[src/rtl/video_border_crop_pkg.sv]
// Shared types, default geometry and width helpers for the video border crop block.
package border_crop_pkg;

  localparam int unsigned PX_WIDTH_DEF = 10;
  localparam int unsigned CHANNELS_DEF = 3;
  localparam int unsigned IN_RES_X_DEF = 1924;
  localparam int unsigned IN_RES_Y_DEF = 1084;

  localparam int unsigned X_CNT_W = $clog2(IN_RES_X_DEF + 1);
  localparam int unsigned Y_CNT_W = $clog2(IN_RES_Y_DEF + 1);

  localparam int unsigned TID_W   = 4;
  localparam int unsigned TDEST_W = 4;

  typedef struct packed {
    logic long_line;
    logic short_line;
  } crop_err_t;

  // Counter width able to hold the saturation value res itself.
  function automatic int unsigned cnt_w(input int unsigned res);
    return $clog2(res + 1);
  endfunction

  function automatic int unsigned tdata_w(input int unsigned px, input int unsigned ch);
    return ((px * ch + 7) / 8) * 8;
  endfunction

endpackage

[src/rtl/video_border_crop_if.sv]
// AXI4-Stream video interface: tuser marks start of frame, tlast marks end of line.
interface axi4_stream_if #(
  parameter int unsigned DATA_W = 32,
  parameter int unsigned ID_W   = border_crop_pkg::TID_W,
  parameter int unsigned DEST_W = border_crop_pkg::TDEST_W
);
  logic                  tvalid;
  logic                  tready;
  logic [DATA_W-1:0]     tdata;
  logic [DATA_W/8-1:0]   tstrb;
  logic [DATA_W/8-1:0]   tkeep;
  logic                  tuser;
  logic                  tlast;
  logic [ID_W-1:0]       tid;
  logic [DEST_W-1:0]     tdest;

  modport master (
    output tvalid, tdata, tstrb, tkeep, tuser, tlast, tid, tdest,
    input  tready
  );

  modport slave (
    input  tvalid, tdata, tstrb, tkeep, tuser, tlast, tid, tdest,
    output tready
  );
endinterface

[src/rtl/video_border_crop_out_reg.sv]
// One-deep AXI4-Stream output register; only beats flagged keep_i are loaded,
// the rest are consumed without producing an output beat.
module crop_out_reg
  import border_crop_pkg::*;
#(
  parameter int unsigned DATA_W = 32
) (
  input  logic          clk_i,
  input  logic          rst_i,
  axi4_stream_if.slave  s_i,
  axi4_stream_if.master m_o,
  input  logic          keep_i,
  input  logic          sof_i,
  input  logic          eol_i,
  output logic          accept_o
);

  logic                valid_q, valid_d;
  logic                user_q, last_q;
  logic [DATA_W-1:0]   data_q;
  logic [DATA_W/8-1:0] strb_q, keep_q;
  logic [TID_W-1:0]    id_q;
  logic [TDEST_W-1:0]  dest_q;
  logic                ready;
  logic                load;

  assign ready    = !valid_q || m_o.tready;
  assign accept_o = s_i.tvalid && ready;
  assign load     = accept_o && keep_i;

  always_comb begin
    valid_d = valid_q;
    if (ready) valid_d = load;
  end

  always_ff @(posedge clk_i or posedge rst_i) begin
    if (rst_i) begin
      valid_q <= 1'b0;
      user_q  <= 1'b0;
      last_q  <= 1'b0;
      data_q  <= '0;
      strb_q  <= '0;
      keep_q  <= '0;
      id_q    <= '0;
      dest_q  <= '0;
    end else begin
      valid_q <= valid_d;
      if (load) begin
        user_q <= sof_i;
        last_q <= eol_i;
        data_q <= s_i.tdata;
        strb_q <= s_i.tstrb;
        keep_q <= s_i.tkeep;
        id_q   <= s_i.tid;
        dest_q <= s_i.tdest;
      end
    end
  end

  assign s_i.tready = ready;
  assign m_o.tvalid = valid_q;
  assign m_o.tuser  = user_q;
  assign m_o.tlast  = last_q;
  assign m_o.tdata  = data_q;
  assign m_o.tstrb  = strb_q;
  assign m_o.tkeep  = keep_q;
  assign m_o.tid    = id_q;
  assign m_o.tdest  = dest_q;

endmodule

[src/rtl/video_border_crop.sv]
// Strips replicated border pixels from an extended video frame and regenerates SOF/EOL.
// Optional error statistics ports (err_flags_o, err_cnt_o) under `BORDER_CROP_STAT_EN.
module video_border_crop
  import border_crop_pkg::*;
#(
  parameter int unsigned PX_WIDTH = PX_WIDTH_DEF,
  parameter int unsigned CHANNELS = CHANNELS_DEF,
  parameter int unsigned IN_RES_X = IN_RES_X_DEF,
  parameter int unsigned IN_RES_Y = IN_RES_Y_DEF,
  parameter int unsigned TOP      = 2,
  parameter int unsigned BOTTOM   = 2,
  parameter int unsigned LEFT     = 2,
  parameter int unsigned RIGHT    = 2
) (
  input  logic          clk_i,
  input  logic          rst_i,
  axi4_stream_if.slave  video_i,
  axi4_stream_if.master video_o
`ifdef BORDER_CROP_STAT_EN
  ,
  output logic [1:0]    err_flags_o,
  output logic [15:0]   err_cnt_o
`endif
);

  localparam int unsigned XW = cnt_w(IN_RES_X);
  localparam int unsigned YW = cnt_w(IN_RES_Y);

  localparam logic [XW-1:0] X_FIRST = XW'(LEFT);
  localparam logic [XW-1:0] X_END   = XW'(IN_RES_X - RIGHT);
  localparam logic [XW-1:0] X_LAST  = XW'(IN_RES_X - RIGHT - 1);
  localparam logic [XW-1:0] X_MAX   = XW'(IN_RES_X);
  localparam logic [YW-1:0] Y_FIRST = YW'(TOP);
  localparam logic [YW-1:0] Y_END   = YW'(IN_RES_Y - BOTTOM);
  localparam logic [YW-1:0] Y_MAX   = YW'(IN_RES_Y);

  logic [XW-1:0] x_q, x_d, x_eff;
  logic [YW-1:0] y_q, y_d, y_eff;
  logic          sync_q, sync_d;
  logic          keep, sof, eol, accept;

  // An input SOF overrides the counters before the keep decision, so a
  // mid-frame tuser abandons the partial frame. Until the first SOF after
  // reset the position is unknown and nothing is kept.
  always_comb begin
    x_eff = video_i.tuser ? '0 : x_q;
    y_eff = video_i.tuser ? '0 : y_q;
    keep  = (sync_q || video_i.tuser) &&
            (x_eff >= X_FIRST) && (x_eff < X_END) &&
            (y_eff >= Y_FIRST) && (y_eff < Y_END);
    sof   = keep && (x_eff == X_FIRST) && (y_eff == Y_FIRST);
    eol   = keep && ((x_eff == X_LAST) || video_i.tlast);

    x_d    = x_q;
    y_d    = y_q;
    sync_d = sync_q;
    if (accept) begin
      sync_d = sync_q || video_i.tuser;
      if (video_i.tlast) begin
        x_d = '0;
        y_d = (y_eff == Y_MAX) ? Y_MAX : y_eff + 1'b1;
      end else begin
        x_d = (x_eff == X_MAX) ? X_MAX : x_eff + 1'b1;
        y_d = y_eff;
      end
    end
  end

  always_ff @(posedge clk_i or posedge rst_i) begin
    if (rst_i) begin
      x_q    <= '0;
      y_q    <= '0;
      sync_q <= 1'b0;
    end else begin
      x_q    <= x_d;
      y_q    <= y_d;
      sync_q <= sync_d;
    end
  end

  crop_out_reg #(
    .DATA_W (tdata_w(PX_WIDTH, CHANNELS))
  ) u_out_reg (
    .clk_i    (clk_i),
    .rst_i    (rst_i),
    .s_i      (video_i),
    .m_o      (video_o),
    .keep_i   (keep),
    .sof_i    (sof),
    .eol_i    (eol),
    .accept_o (accept)
  );

`ifdef BORDER_CROP_STAT_EN
  localparam logic [XW-1:0] X_LINE_END = XW'(IN_RES_X - 1);

  crop_err_t   flags_q, flags_d;
  logic        line_long_q, line_long_d;
  logic [15:0] cnt_q, cnt_d;
  logic        short_hit, long_hit, line_err;

  // A line is counted once, at its tlast, if it was short or overran.
  always_comb begin
    short_hit   = accept && video_i.tlast && (x_eff < X_LINE_END);
    long_hit    = accept && (x_eff == X_MAX);
    line_err    = short_hit ||
                  (accept && video_i.tlast &&
                   ((line_long_q && !video_i.tuser) || long_hit));

    flags_d     = (accept && video_i.tuser) ? '0 : flags_q;
    flags_d.short_line = flags_d.short_line || short_hit;
    flags_d.long_line  = flags_d.long_line  || long_hit;

    line_long_d = line_long_q;
    if (accept) begin
      if (video_i.tlast) line_long_d = 1'b0;
      else               line_long_d = (line_long_q && !video_i.tuser) || long_hit;
    end

    cnt_d = (line_err && (cnt_q != '1)) ? cnt_q + 16'd1 : cnt_q;
  end

  always_ff @(posedge clk_i or posedge rst_i) begin
    if (rst_i) begin
      flags_q     <= '0;
      line_long_q <= 1'b0;
      cnt_q       <= '0;
    end else begin
      flags_q     <= flags_d;
      line_long_q <= line_long_d;
      cnt_q       <= cnt_d;
    end
  end

  assign err_flags_o = flags_q;
  assign err_cnt_o   = cnt_q;
`endif

endmodule

[src/flat_wrapper.sv]
// flat-port wrapper written by rule: the top's interface ports become plain ports
module video_border_crop_flat import border_crop_pkg::*;
#(
  parameter int unsigned PX_WIDTH = PX_WIDTH_DEF,
  parameter int unsigned CHANNELS = CHANNELS_DEF,
  parameter int unsigned IN_RES_X = IN_RES_X_DEF,
  parameter int unsigned IN_RES_Y = IN_RES_Y_DEF,
  parameter int unsigned TOP      = 2,
  parameter int unsigned BOTTOM   = 2,
  parameter int unsigned LEFT     = 2,
  parameter int unsigned RIGHT    = 2
)
  (clk_i, rst_i, video_i_tvalid, video_i_tdata, video_i_tstrb, video_i_tkeep, video_i_tuser, video_i_tlast, video_i_tid, video_i_tdest, video_i_tready, video_o_tvalid, video_o_tdata, video_o_tstrb, video_o_tkeep, video_o_tuser, video_o_tlast, video_o_tid, video_o_tdest, video_o_tready);
  axi4_stream_if #(.DATA_W(32)) video_i_i ();
  axi4_stream_if #(.DATA_W(32)) video_o_i ();
  input  logic clk_i;
  input  logic rst_i;
  input wire logic [$bits(video_i_i.tvalid)-1:0] video_i_tvalid;
  input wire logic [$bits(video_i_i.tdata)-1:0] video_i_tdata;
  input wire logic [$bits(video_i_i.tstrb)-1:0] video_i_tstrb;
  input wire logic [$bits(video_i_i.tkeep)-1:0] video_i_tkeep;
  input wire logic [$bits(video_i_i.tuser)-1:0] video_i_tuser;
  input wire logic [$bits(video_i_i.tlast)-1:0] video_i_tlast;
  input wire logic [$bits(video_i_i.tid)-1:0] video_i_tid;
  input wire logic [$bits(video_i_i.tdest)-1:0] video_i_tdest;
  output wire logic [$bits(video_i_i.tready)-1:0] video_i_tready;
  output wire logic [$bits(video_o_i.tvalid)-1:0] video_o_tvalid;
  output wire logic [$bits(video_o_i.tdata)-1:0] video_o_tdata;
  output wire logic [$bits(video_o_i.tstrb)-1:0] video_o_tstrb;
  output wire logic [$bits(video_o_i.tkeep)-1:0] video_o_tkeep;
  output wire logic [$bits(video_o_i.tuser)-1:0] video_o_tuser;
  output wire logic [$bits(video_o_i.tlast)-1:0] video_o_tlast;
  output wire logic [$bits(video_o_i.tid)-1:0] video_o_tid;
  output wire logic [$bits(video_o_i.tdest)-1:0] video_o_tdest;
  input wire logic [$bits(video_o_i.tready)-1:0] video_o_tready;
  assign video_i_i.tvalid = video_i_tvalid;
  assign video_i_i.tdata = video_i_tdata;
  assign video_i_i.tstrb = video_i_tstrb;
  assign video_i_i.tkeep = video_i_tkeep;
  assign video_i_i.tuser = video_i_tuser;
  assign video_i_i.tlast = video_i_tlast;
  assign video_i_i.tid = video_i_tid;
  assign video_i_i.tdest = video_i_tdest;
  assign video_i_tready = video_i_i.tready;
  assign video_o_tvalid = video_o_i.tvalid;
  assign video_o_tdata = video_o_i.tdata;
  assign video_o_tstrb = video_o_i.tstrb;
  assign video_o_tkeep = video_o_i.tkeep;
  assign video_o_tuser = video_o_i.tuser;
  assign video_o_tlast = video_o_i.tlast;
  assign video_o_tid = video_o_i.tid;
  assign video_o_tdest = video_o_i.tdest;
  assign video_o_i.tready = video_o_tready;
  video_border_crop #(.PX_WIDTH(PX_WIDTH), .CHANNELS(CHANNELS), .IN_RES_X(IN_RES_X), .IN_RES_Y(IN_RES_Y), .TOP(TOP), .BOTTOM(BOTTOM), .LEFT(LEFT), .RIGHT(RIGHT)) u_core (.clk_i(clk_i), .rst_i(rst_i), .video_i(video_i_i), .video_o(video_o_i));
endmodule
[config.mk]
export PLATFORM = sky130hd
export DESIGN_NAME = video_border_crop_flat
export DESIGN_NICKNAME = d
export VERILOG_FILES = /design/src/rtl/video_border_crop_pkg.sv /design/src/rtl/video_border_crop_if.sv /design/src/rtl/video_border_crop_out_reg.sv /design/src/rtl/video_border_crop.sv /design/src/flat_wrapper.sv
export SDC_FILE = /design/constraint.sdc
export NUM_CORES = 1
export LEC_CHECK = 0
export BUFFER_PORTS_ARGS = -buffer_cell sky130_fd_sc_hd__buf_2
export CORE_MARGIN = 5
export CORE_UTILIZATION = 43
export CTS_BUF_LIST = sky130_fd_sc_hd__clkbuf_4 sky130_fd_sc_hd__clkbuf_8
export DETAILED_ROUTE_END_ITERATION = 12
export PLACE_DENSITY = 0.69
export REMOVE_ABC_BUFFERS = 1
export SLEW_MARGIN = 20
export SYNTH_ARGS = -nofsm -noshare
export SYNTH_HDL_FRONTEND = slang
export SYNTH_SLANG_ARGS = --single-unit
export TNS_END_PERCENT = 20
[constraint.sdc]
create_clock -name clk_i -period 2.5 [get_ports clk_i]
set_input_delay 0.375 -clock clk_i [delete_from_list [all_inputs] [get_ports clk_i]]
set_output_delay 0.375 -clock clk_i [all_outputs]
set_load 0.02 [all_outputs]
# Word-level counts from Yosys, hierarchy flattened
# Index checks and enable logic that the tools add are counted.
[classes]
n_addsub = 2
n_lt_le_gt_ge = 4
eq_ne = 5
n_mux = 6
reduce_logical = 13
[op_table]
columns = ["op", "n"]
rows = [
  ["11-bit two-way mux", 6],
  ["11-bit equality test, second input constant", 3],
  ["11-bit by 1-bit adder with 11-bit output, second input constant", 2],
  ["11-bit by 2-bit equality test with 1-bit output, second input constant", 2],
  ["11-bit by 2-bit >= comparator with 1-bit output, second input constant", 2],
  ["11-bit < comparator, second input constant", 2],
  ["1-bit logical AND", 9],
  ["1-bit logical OR", 3],
  ["1-bit logical NOT", 1],
]
[word_totals]
ff_bits = 74
output_inout_bits = 52
word_cells = 41

# Depth between registers and ports, before layout
# Gate-level depths: netlist of run 1.
[depth]
ltp_word = 8
depth_mapped = 11

# Hierarchy
# Synthesis of run 1 repeated with hierarchy kept, for this count alone.
[hier_totals]
hier_cells = 301
area_unflattened_um2 = 3847.4
[by_module_without_submodules]
columns = ["module", "n_inst", "cells_each", "area_per_inst_um2", "seq_area_each_um2"]
rows = [
  ["crop_out_reg", 1, 113, 2195.9, 1276.2],
  ["video_border_crop", 1, 188, 1651.6, 575.6],
]

# Least setup slack after synthesis of run 1
# OpenSTA, ideal clock, no wires.
[synth_path]
path_type = "input -> register"
startpoint = "in video_i_tuser"
endpoint = "reg u_core.u_out_reg.data_q[19], in the netlist u_core.u_out_reg.m_o.tdata[19]"
t_arrival_ns = 2.303
t_required_ns = 2.372
path_slack_ns = 0.070
path_stages = 10
n_path_buf = 3
cell_sequence = "clkbuf_1 -> clkbuf_1 -> nor2b_1 -> ha_1 -> and3_1 -> a21oi_1 -> a311oi_2 -> o311ai_4 -> buf_4 -> mux2_1"
[synth_between]
elab_chain_cells = 7
elab_cells_between_ends = 12
cone_classes = "order compare (4); mux (2); reduce/logical (6)"
[synth_rtl]
columns = ["item", "line_no", "rtl"]
rows = [
  ["start: declaration", "flat_wrapper.sv:22", "input wire logic [$bits(video_i_i.tuser)-1:0] video_i_tuser;"],
  ["11-bit two-way mux", "video_border_crop.sv:46", "x_eff = video_i.tuser ? '0 : x_q;"],
  ["11-bit by 2-bit >= comparator with 1-bit output", "video_border_crop.sv:49", "(x_eff >= X_FIRST) && (x_eff < X_END) &&"],
  ["1-bit logical AND", "video_border_crop.sv:48", "keep = (sync_q || video_i.tuser) &&"],
  ["1-bit logical AND (2 in series)", "video_border_crop.sv:49", ""],
  ["1-bit logical AND (*)", "video_border_crop.sv:50", "(y_eff >= Y_FIRST) && (y_eff < Y_END);"],
  ["1-bit logical AND (*)", "video_border_crop_out_reg.sv:29", "assign load = accept_o && keep_i;"],
  ["end signal: assignment", "video_border_crop_out_reg.sv:51", "data_q <= s_i.tdata;"],
  ["end: declaration", "video_border_crop_out_reg.sv:20", "logic [DATA_W-1:0] data_q;"],
]
# Mark *: on every way between the ends. The rest lies on a longest branch, timed or not.
# A chain may end at the register's enable or synchronous reset.

# Worst setup path in the final report of run 1
[layout_path]
startpoint = "reg u_core.x_q[2]"
endpoint = "reg u_core.u_out_reg.id_q[3], in the netlist u_core.u_out_reg.m_o.tid[3]"
[layout_between]
elab_chain_cells = 7
elab_cells_between_ends = 8
cone_classes = "order compare (2); mux (1); reduce/logical (5)"
[layout_rtl]
columns = ["item", "line_no", "rtl"]
rows = [
  ["start: declaration", "video_border_crop.sv:37", "logic [XW-1:0] x_q, x_d, x_eff;"],
  ["start signal: assignment", "video_border_crop.sv:71", "x_q <= '0;"],
  ["start signal: assignment", "video_border_crop.sv:75", "x_q <= x_d;"],
  ["11-bit two-way mux (*)", "video_border_crop.sv:46", ""],
  ["11-bit by 2-bit >= comparator with 1-bit output", "video_border_crop.sv:49", ""],
  ["1-bit logical AND", "video_border_crop.sv:48", ""],
  ["1-bit logical AND (*) (2 in series)", "video_border_crop.sv:49", ""],
  ["1-bit logical AND (*)", "video_border_crop.sv:50", ""],
  ["1-bit logical AND (*)", "video_border_crop_out_reg.sv:29", ""],
  ["end signal: assignment", "video_border_crop_out_reg.sv:54", "id_q <= s_i.tid;"],
  ["end: declaration", "video_border_crop_out_reg.sv:22", "logic [TID_W-1:0] id_q;"],
]
# Marked as above.

==> impl_metrics.ini, run 1 <==
[run_status]
outcome = finished clean

[synthesis]
synth_cell_types = 45
synth_cells = 312
yosys_warnings = 0
synth-seq-cells = 74
ys_async_sr_fraction_pct = 100
yosysSeqAreaShare_pct = 52.0
synth_area_sq_mm = 0.00356
synth_edf_count = 0
avgSynthCellArea_sq_um = 11.4
yosys_most_used_dff = dfrtp_1

[timing]
setup_viol_count_final = 0
holdWs_ns = 0.114
finalCriticalPeriod_ns = 2.35
finalMaxSlewViolations = 0
relSlewSlack_pct = 74.8
final_hold_viol_count = 0
tightestPinTransition_ns = 0.379
clock_skew_ns = 0.00900
fin_setup_tns_ns = 0
max_freq_mhz = 425
grt_setup_unrepaired = no
period_share_pct = 94.1

[global_route]
first_global_vias = 2986
overflow = 0
track_usage_pct = 16.8
grt_max_degree = 75
grt_pass1_wl_microns = 13700
antenna_found_initial = 0

[worst_setup_path]
arrival_ns = 2.57
critical_path.endpoint_type = flop
cp_max_fo = 42
cp.required_ns = 2.72
start_kind = flop
path_class = reg2reg

[power_and_ir_drop]
leakage_uw = 0.00233
comb_power_share_pct = 32.4
power_density_mw_per_mm2 = 889
peakVddDrop_uv = 693
clockPowerShare_pct = 25.4
p_int_uw = 2650
power.switching_uw = 1390
p_sw_share_pct = 34.4
power_frac_seq_pct = 42.3

[finish]
antenna_cells = 0
fin_nets = 496
fillers = 720
drive_above_1_share_pct = 40.7
post-route-util_pct = 55.9
syn2layout_area_growth_pct = 27.9
postLayoutCellArea_sq_mm = 0.00455

[placement]
place.gp.congestion = 0.897
place_area_sq_mm = 0.00432
dp_hpwl_microns = 6100
port_buffers = 105

[detailed_routing]
drt_wl_total_microns = 8210
routed_via_density = 5.26
drtAntennaViolNets = 0
drc = 0
num_vias = 2866
first_iter_violations = 175
first_pass_iters = 4
wl_per_cell_microns = 15.1

[cts]
ctsRootBufferMaster = clkbuf_8
clkTransAtPathRegs_ns = 0.08
cts_tree = done
cts_max_level = 3
hold_buffers = 0
post_cts_buffers = 0
cts_made_buffers = 9
cts_max_path_buffers = 2
clkSinkCount = 74
clk_latency_ns = 0.34

[floorplanning]
die_width_microns = 101
pin_count = 106
rows = 33
die_y_microns = 101
dieArea_sq_mm = 0.0102
core_sq_mm = 0.00813
initial_utilization_pct = 43.7

[run]
max-cap-violations = 0

[hold_path]
hp-class = in2async
[cell usage after synthesis, types with 2 or more instances]
| master | instances | area (sq um) |
|---|---|---|
| o41ai_1 | 3 | 26.3 |
| ha_1 | 7 | 87.6 |
| nor2b_1 | 5 | 31.3 |
| nand4_1 | 2 | 12.5 |
| or4_1 | 5 | 37.5 |
| or3_1 | 2 | 12.5 |
| clkbuf_1 | 7 | 26.3 |
| inv_1 | 12 | 45.0 |
| mux2i_1 | 5 | 50.1 |
| nor2_1 | 13 | 48.8 |
| a21o_1 | 4 | 30.0 |
| a21oi_1 | 9 | 45.0 |
| nor3_1 | 12 | 60.1 |
| o31ai_1 | 2 | 15.0 |
| and3_1 | 3 | 18.8 |
| dfrtp_1 | 74 | 1850 |
| nand3_1 | 11 | 55.1 |
| mux2_1 | 20 | 225 |
| and2_1 | 3 | 18.8 |
| nand3b_1 | 4 | 30.0 |
| o21ai_0 | 26 | 130 |
| nand2_1 | 21 | 78.8 |
| nor4_1 | 5 | 31.3 |
| mux2_2 | 30 | 338 |
| buf_4 | 6 | 45.0 |
| nand2b_1 | 2 | 12.5 |
[worst max-delay path: stages (launching register included)]
cell and delay (ns):
dfrtp_1 0.38, or4_1 0.58, nor3_1 0.20, mux2i_1 0.32
o311ai_4 0.18, buf_12 0.22, mux2_1 0.34
[cell type report]
type                       instances  area (sq um)  share of cell area (%)
clock buffer                      10           131                    2.89
sequential                        74          1850                    40.7
clock inverter                     6          90.1                    1.98
tap                              105           131                    2.89
timing repair buffer             126           708                    15.6
inverter                          12          45.0                   0.990
multi-input combinational        212          1590                    35.0
[power by group through the flow]
stage | Sequential, uW | Clock, uW | Combinational, uW
after floorplan | 2170 | 0 | 357
after global placement | 1720 | 0 | 1310
after detailed placement | 1740 | 0 | 1330
after CTS | 1720 | 1060 | 1330
after global routing | 1760 | 1120 | 1410
final | 1710 | 1030 | 1310
[per-layer routing]
| metal | track usage [%] | share of wire, % | wire (microns) |
|---|---|---|---|
| met3 | 6.16 | 8.2 | 673 |
| met2 | 28.2 | 50 | 4140 |
| met4 | 4.09 | 0.61 | 50 |
| met1 | 20.5 | 41 | 3350 |
| met5 | 0 | 0 | 0 |
[final timing paths]
check / from / end / slack [ns] / cells past startpoint
setup / recovery: u_core.x_q[2] / u_core.u_out_reg.m_o.tid[3] / 0.15 / 6
hold / removal: rst_i / u_core.u_out_reg.m_o.tdata[21] / 0.11 / 3
setup reg to reg: u_core.x_q[2] / u_core.u_out_reg.m_o.tid[3] / 0.15 / 6
hold reg to reg: u_core.sync_q / u_core.sync_q / 0.48 / 1
max in group asynchronous: rst_i / u_core.x_q[9] / 2.09 / 3
min in group clk_i: video_i_tkeep[3] / u_core.u_out_reg.m_o.tkeep[3] / 0.25 / 2
[metrics by stage]
stage	setup WS [ns]	total power, uW	cells
global placement	0.188	3020	529
detailed placement	0.0894	3070	529
floorplan	-0.543	2530	298
global route	0.0390	4290	545
finish	0.148	4050	545
CTS	0.137	4110	545
[state kept, by name (all words and copies together) (netlist names), 4 cells and up]
name                        count
u_core.u_out_reg.m_o.tdata     32
u_core.u_out_reg.m_o.tstrb      4
u_core.x_q                     11
u_core.u_out_reg.m_o.tid        4
u_core.u_out_reg.m_o.tdest      4
u_core.y_q                     11
u_core.u_out_reg.m_o.tkeep      4
[cell families after synthesis]
| family | count (synthesis) | synth area share, % |
|---|---|---|
| xor gates and xnor gates | 1 | 0.246 |
| DFF | 74 | 52.0 |
| buffers and inverters | 26 | 3.38 |
| AOI/OAI and AO/OA | 55 | 10.2 |
| and+or+nand+nor | 94 | 14.5 |
| adders and majority gates | 7 | 2.46 |
| muxes | 55 | 17.2 |
[cells in the final DEF, fill, tap and decap left out, types with 4 or more instances in the layout]
cell type  instances
a21oi_1            9
nor3_1            12
buf_4             19
a21o_1             4
inv_1             11
or4_1              5
o21ai_0           26
nor4_1             4
mux2_2            30
dfrtp_1           74
nand2_1           21
nor2b_1            5
nor2_1            13
clkbuf_8           9
buf_2            105
ha_1               7
mux2_1            20
nand3_1           11
mux2i_1            5
nand3b_1           4
[what timing repair did]
| item | 4_1_cts | 5_1_grt |
|---|---|---|
| endpoints found under the setup margin | 0 | 20 |
| endpoints found under the hold margin | 0 | 0 |
| gates resized for setup | 0 | 1 |
Note: power is estimated with default switching activity, not from simulation.
==> run 2: changes to the inputs <==
--- a/config.mk
+++ b/config.mk
@@ -5,12 +5,12 @@
 export SDC_FILE = /design/constraint.sdc
 export NUM_CORES = 1
 export LEC_CHECK = 0
-export BUFFER_PORTS_ARGS = -buffer_cell sky130_fd_sc_hd__buf_2
 export CORE_MARGIN = 5
 export CORE_UTILIZATION = 43
 export CTS_BUF_LIST = sky130_fd_sc_hd__clkbuf_4 sky130_fd_sc_hd__clkbuf_8
 export DETAILED_ROUTE_END_ITERATION = 12
-export PLACE_DENSITY = 0.69
+export DONT_BUFFER_PORTS = 1
+export PLACE_DENSITY = 0.59
 export REMOVE_ABC_BUFFERS = 1
 export SLEW_MARGIN = 20
 export SYNTH_ARGS = -nofsm -noshare
==> impl_metrics.ini, run 2 (same netlist as run 1, synthesis figures left out) <==
[finish]
syn2layout_area_growth_pct = 11.3
antenna_cells = 0
final_cells = 431
fillers = 774
final_cell_mix = dfrtp_1 (74), mux2_2 (30), o21ai_0 (26), nand2_1 (21), mux2_1 (20)
mostFrequentLayoutCell = dfrtp_1
largest_reg_flops = 32
drive_above_1_share_pct = 19.6
fin_nets = 382

[floorplanning]
initial_utilization_pct = 43.7
core_sq_mm = 0.00813
rows = 33
pin_count = 106
die_width_microns = 101
die_y_microns = 101
dieArea_sq_mm = 0.0102

[global_route]
antenna_found_initial = 0
track_usage_pct = 15.8
overflow = 0
grt_max_degree = 52
first_global_vias = 2547
grt_pass1_wl_microns = 12700

[cts]
post_cts_buffers = 0
clkSinkCount = 74
cts_max_path_buffers = 2
clkTransAtPathRegs_ns = 0.08
cts_tree = done
clk_latency_ns = 0.34
cts_made_buffers = 9
ctsRootBufferMaster = clkbuf_8
cts_max_level = 3

[detailed_routing]
drc = 0
num_vias = 2442
first_iter_violations = 78
drt_wl_total_microns = 7870
first_pass_iters = 4
drtAntennaViolNets = 0
wl_per_cell_microns = 18.3
routed_via_density = 5.67

[timing]
finalMaxSlewViolations = 0
relSlewSlack_pct = 59.7
finalCriticalPeriod_ns = 2.36
period_share_pct = 94.5
max_freq_mhz = 423
tightestPinTransition_ns = 0.602
setup_ws_ns = 0.137
setup_viol_count_final = 0
clock_skew_ns = 0.0109
grt_setup_unrepaired = yes
final_hold_viol_count = 0
holdWs_ns = 0.134
fin_setup_tns_ns = 0

[worst_setup_path]
setup.worst_path.end = u_core.u_out_reg.m_o.tstrb[0]
rr_endpoint = u_core.u_out_reg.m_o.tstrb[0]
max_stage_delay_ns = 0.54
cp_max_fo = 51
rrSetupSlack_ns = 0.14
critical_path.endpoint_type = flop
path_class = reg2reg
cp.required_ns = 2.72
worstPathCellList = or4_1 -> nor2_1 -> nand2_1 -> o311ai_4 -> buf_12 -> mux2_2
crit_path_top_delay_cell = or4_1
reg2reg_from = u_core.y_q[2]
start_kind = flop
worstSetupStartpoint = u_core.y_q[2]
reg2reg_depth = 6
arrival_ns = 2.58

[run]
max-cap-violations = 0

[placement]
dp_cells = 414
preCtsSetupSlack_ns = 0.133
place.gp.congestion = 0.814
port_buffers = 0
dp_hpwl_microns = 5590

[run_status]
outcome = finished clean

[hold_path]
hp-class = in2reg

[power_and_ir_drop]
peakVddDrop_uv = 620
power_density_mw_per_mm2 = 935
leakage_uw = 0.00182
## run 2: what timing repair did
action	4_1_cts	5_1_grt
gates resized for setup	0	1
hold endpoints to repair	23	0
setup endpoints to repair	0	4
hold buffers	1	0
## run 2: where the power goes
group | switching [uW] | total, uW | internal [uW]
Clock | 461 | 1040 | 577
Sequential | 688 | 2230 | 1550
Combinational | 169 | 428 | 259
## run 2: stage by stage
step           power, uW  util (%)  cell area, sq um
5_1_grt             3880      48.7              3960
3_5_place_dp        2710      45.8              3720
3_3_place_gp        2670      45.8              3720
6_report            3700      48.7              3960
4_1_cts             3750      48.6              3950
2_1_floorplan       2530         -              3480
## run 2: layout make-up
class	instances	area [sq um]	area share [%]
clock inverter	6	90.1	2.28
timing repair buffer	12	118	2.97
inverter	12	45.0	1.14
sequential	74	1850	46.8
tap	105	131	3.32
multi-input combinational	212	1590	40.2
clock buffer	10	131	3.32
## run 2: per-layer routing
layer  up-vias  routed length (microns)  track usage (%)
li1       1153                        -                -
met1      1196                     3180             20.1
met2        80                     4060             26.0
met3        13                      475             3.53
met4         0                      148             6.44
met5         -                        0                0
## run 2: worst min path at each step
stage,end,cells past startpoint,startpoint
finish,u_core.x_q[10],1,video_i_tlast
global route,u_core.x_q[10],1,video_i_tlast
CTS,u_core.x_q[10],1,video_i_tlast
detailed placement,u_core.u_out_reg.m_o.tdata[13],1,rst_i
global placement,u_core.u_out_reg.m_o.tdata[19],1,rst_i
floorplan,u_core.sync_q,1,u_core.sync_q
## run 2: critical path: cells and delay by family, from the launching register on
| kind | cells | cell delay [ns] |
|---|---|---|
| AOI/OAI and AO/OA | 1 | 0.29 |
| buffers and inverters | 1 | 0.30 |
| DFF | 1 | 0.44 |
| muxes | 1 | 0.38 |
| and+or+nand+nor | 3 | 0.83 |
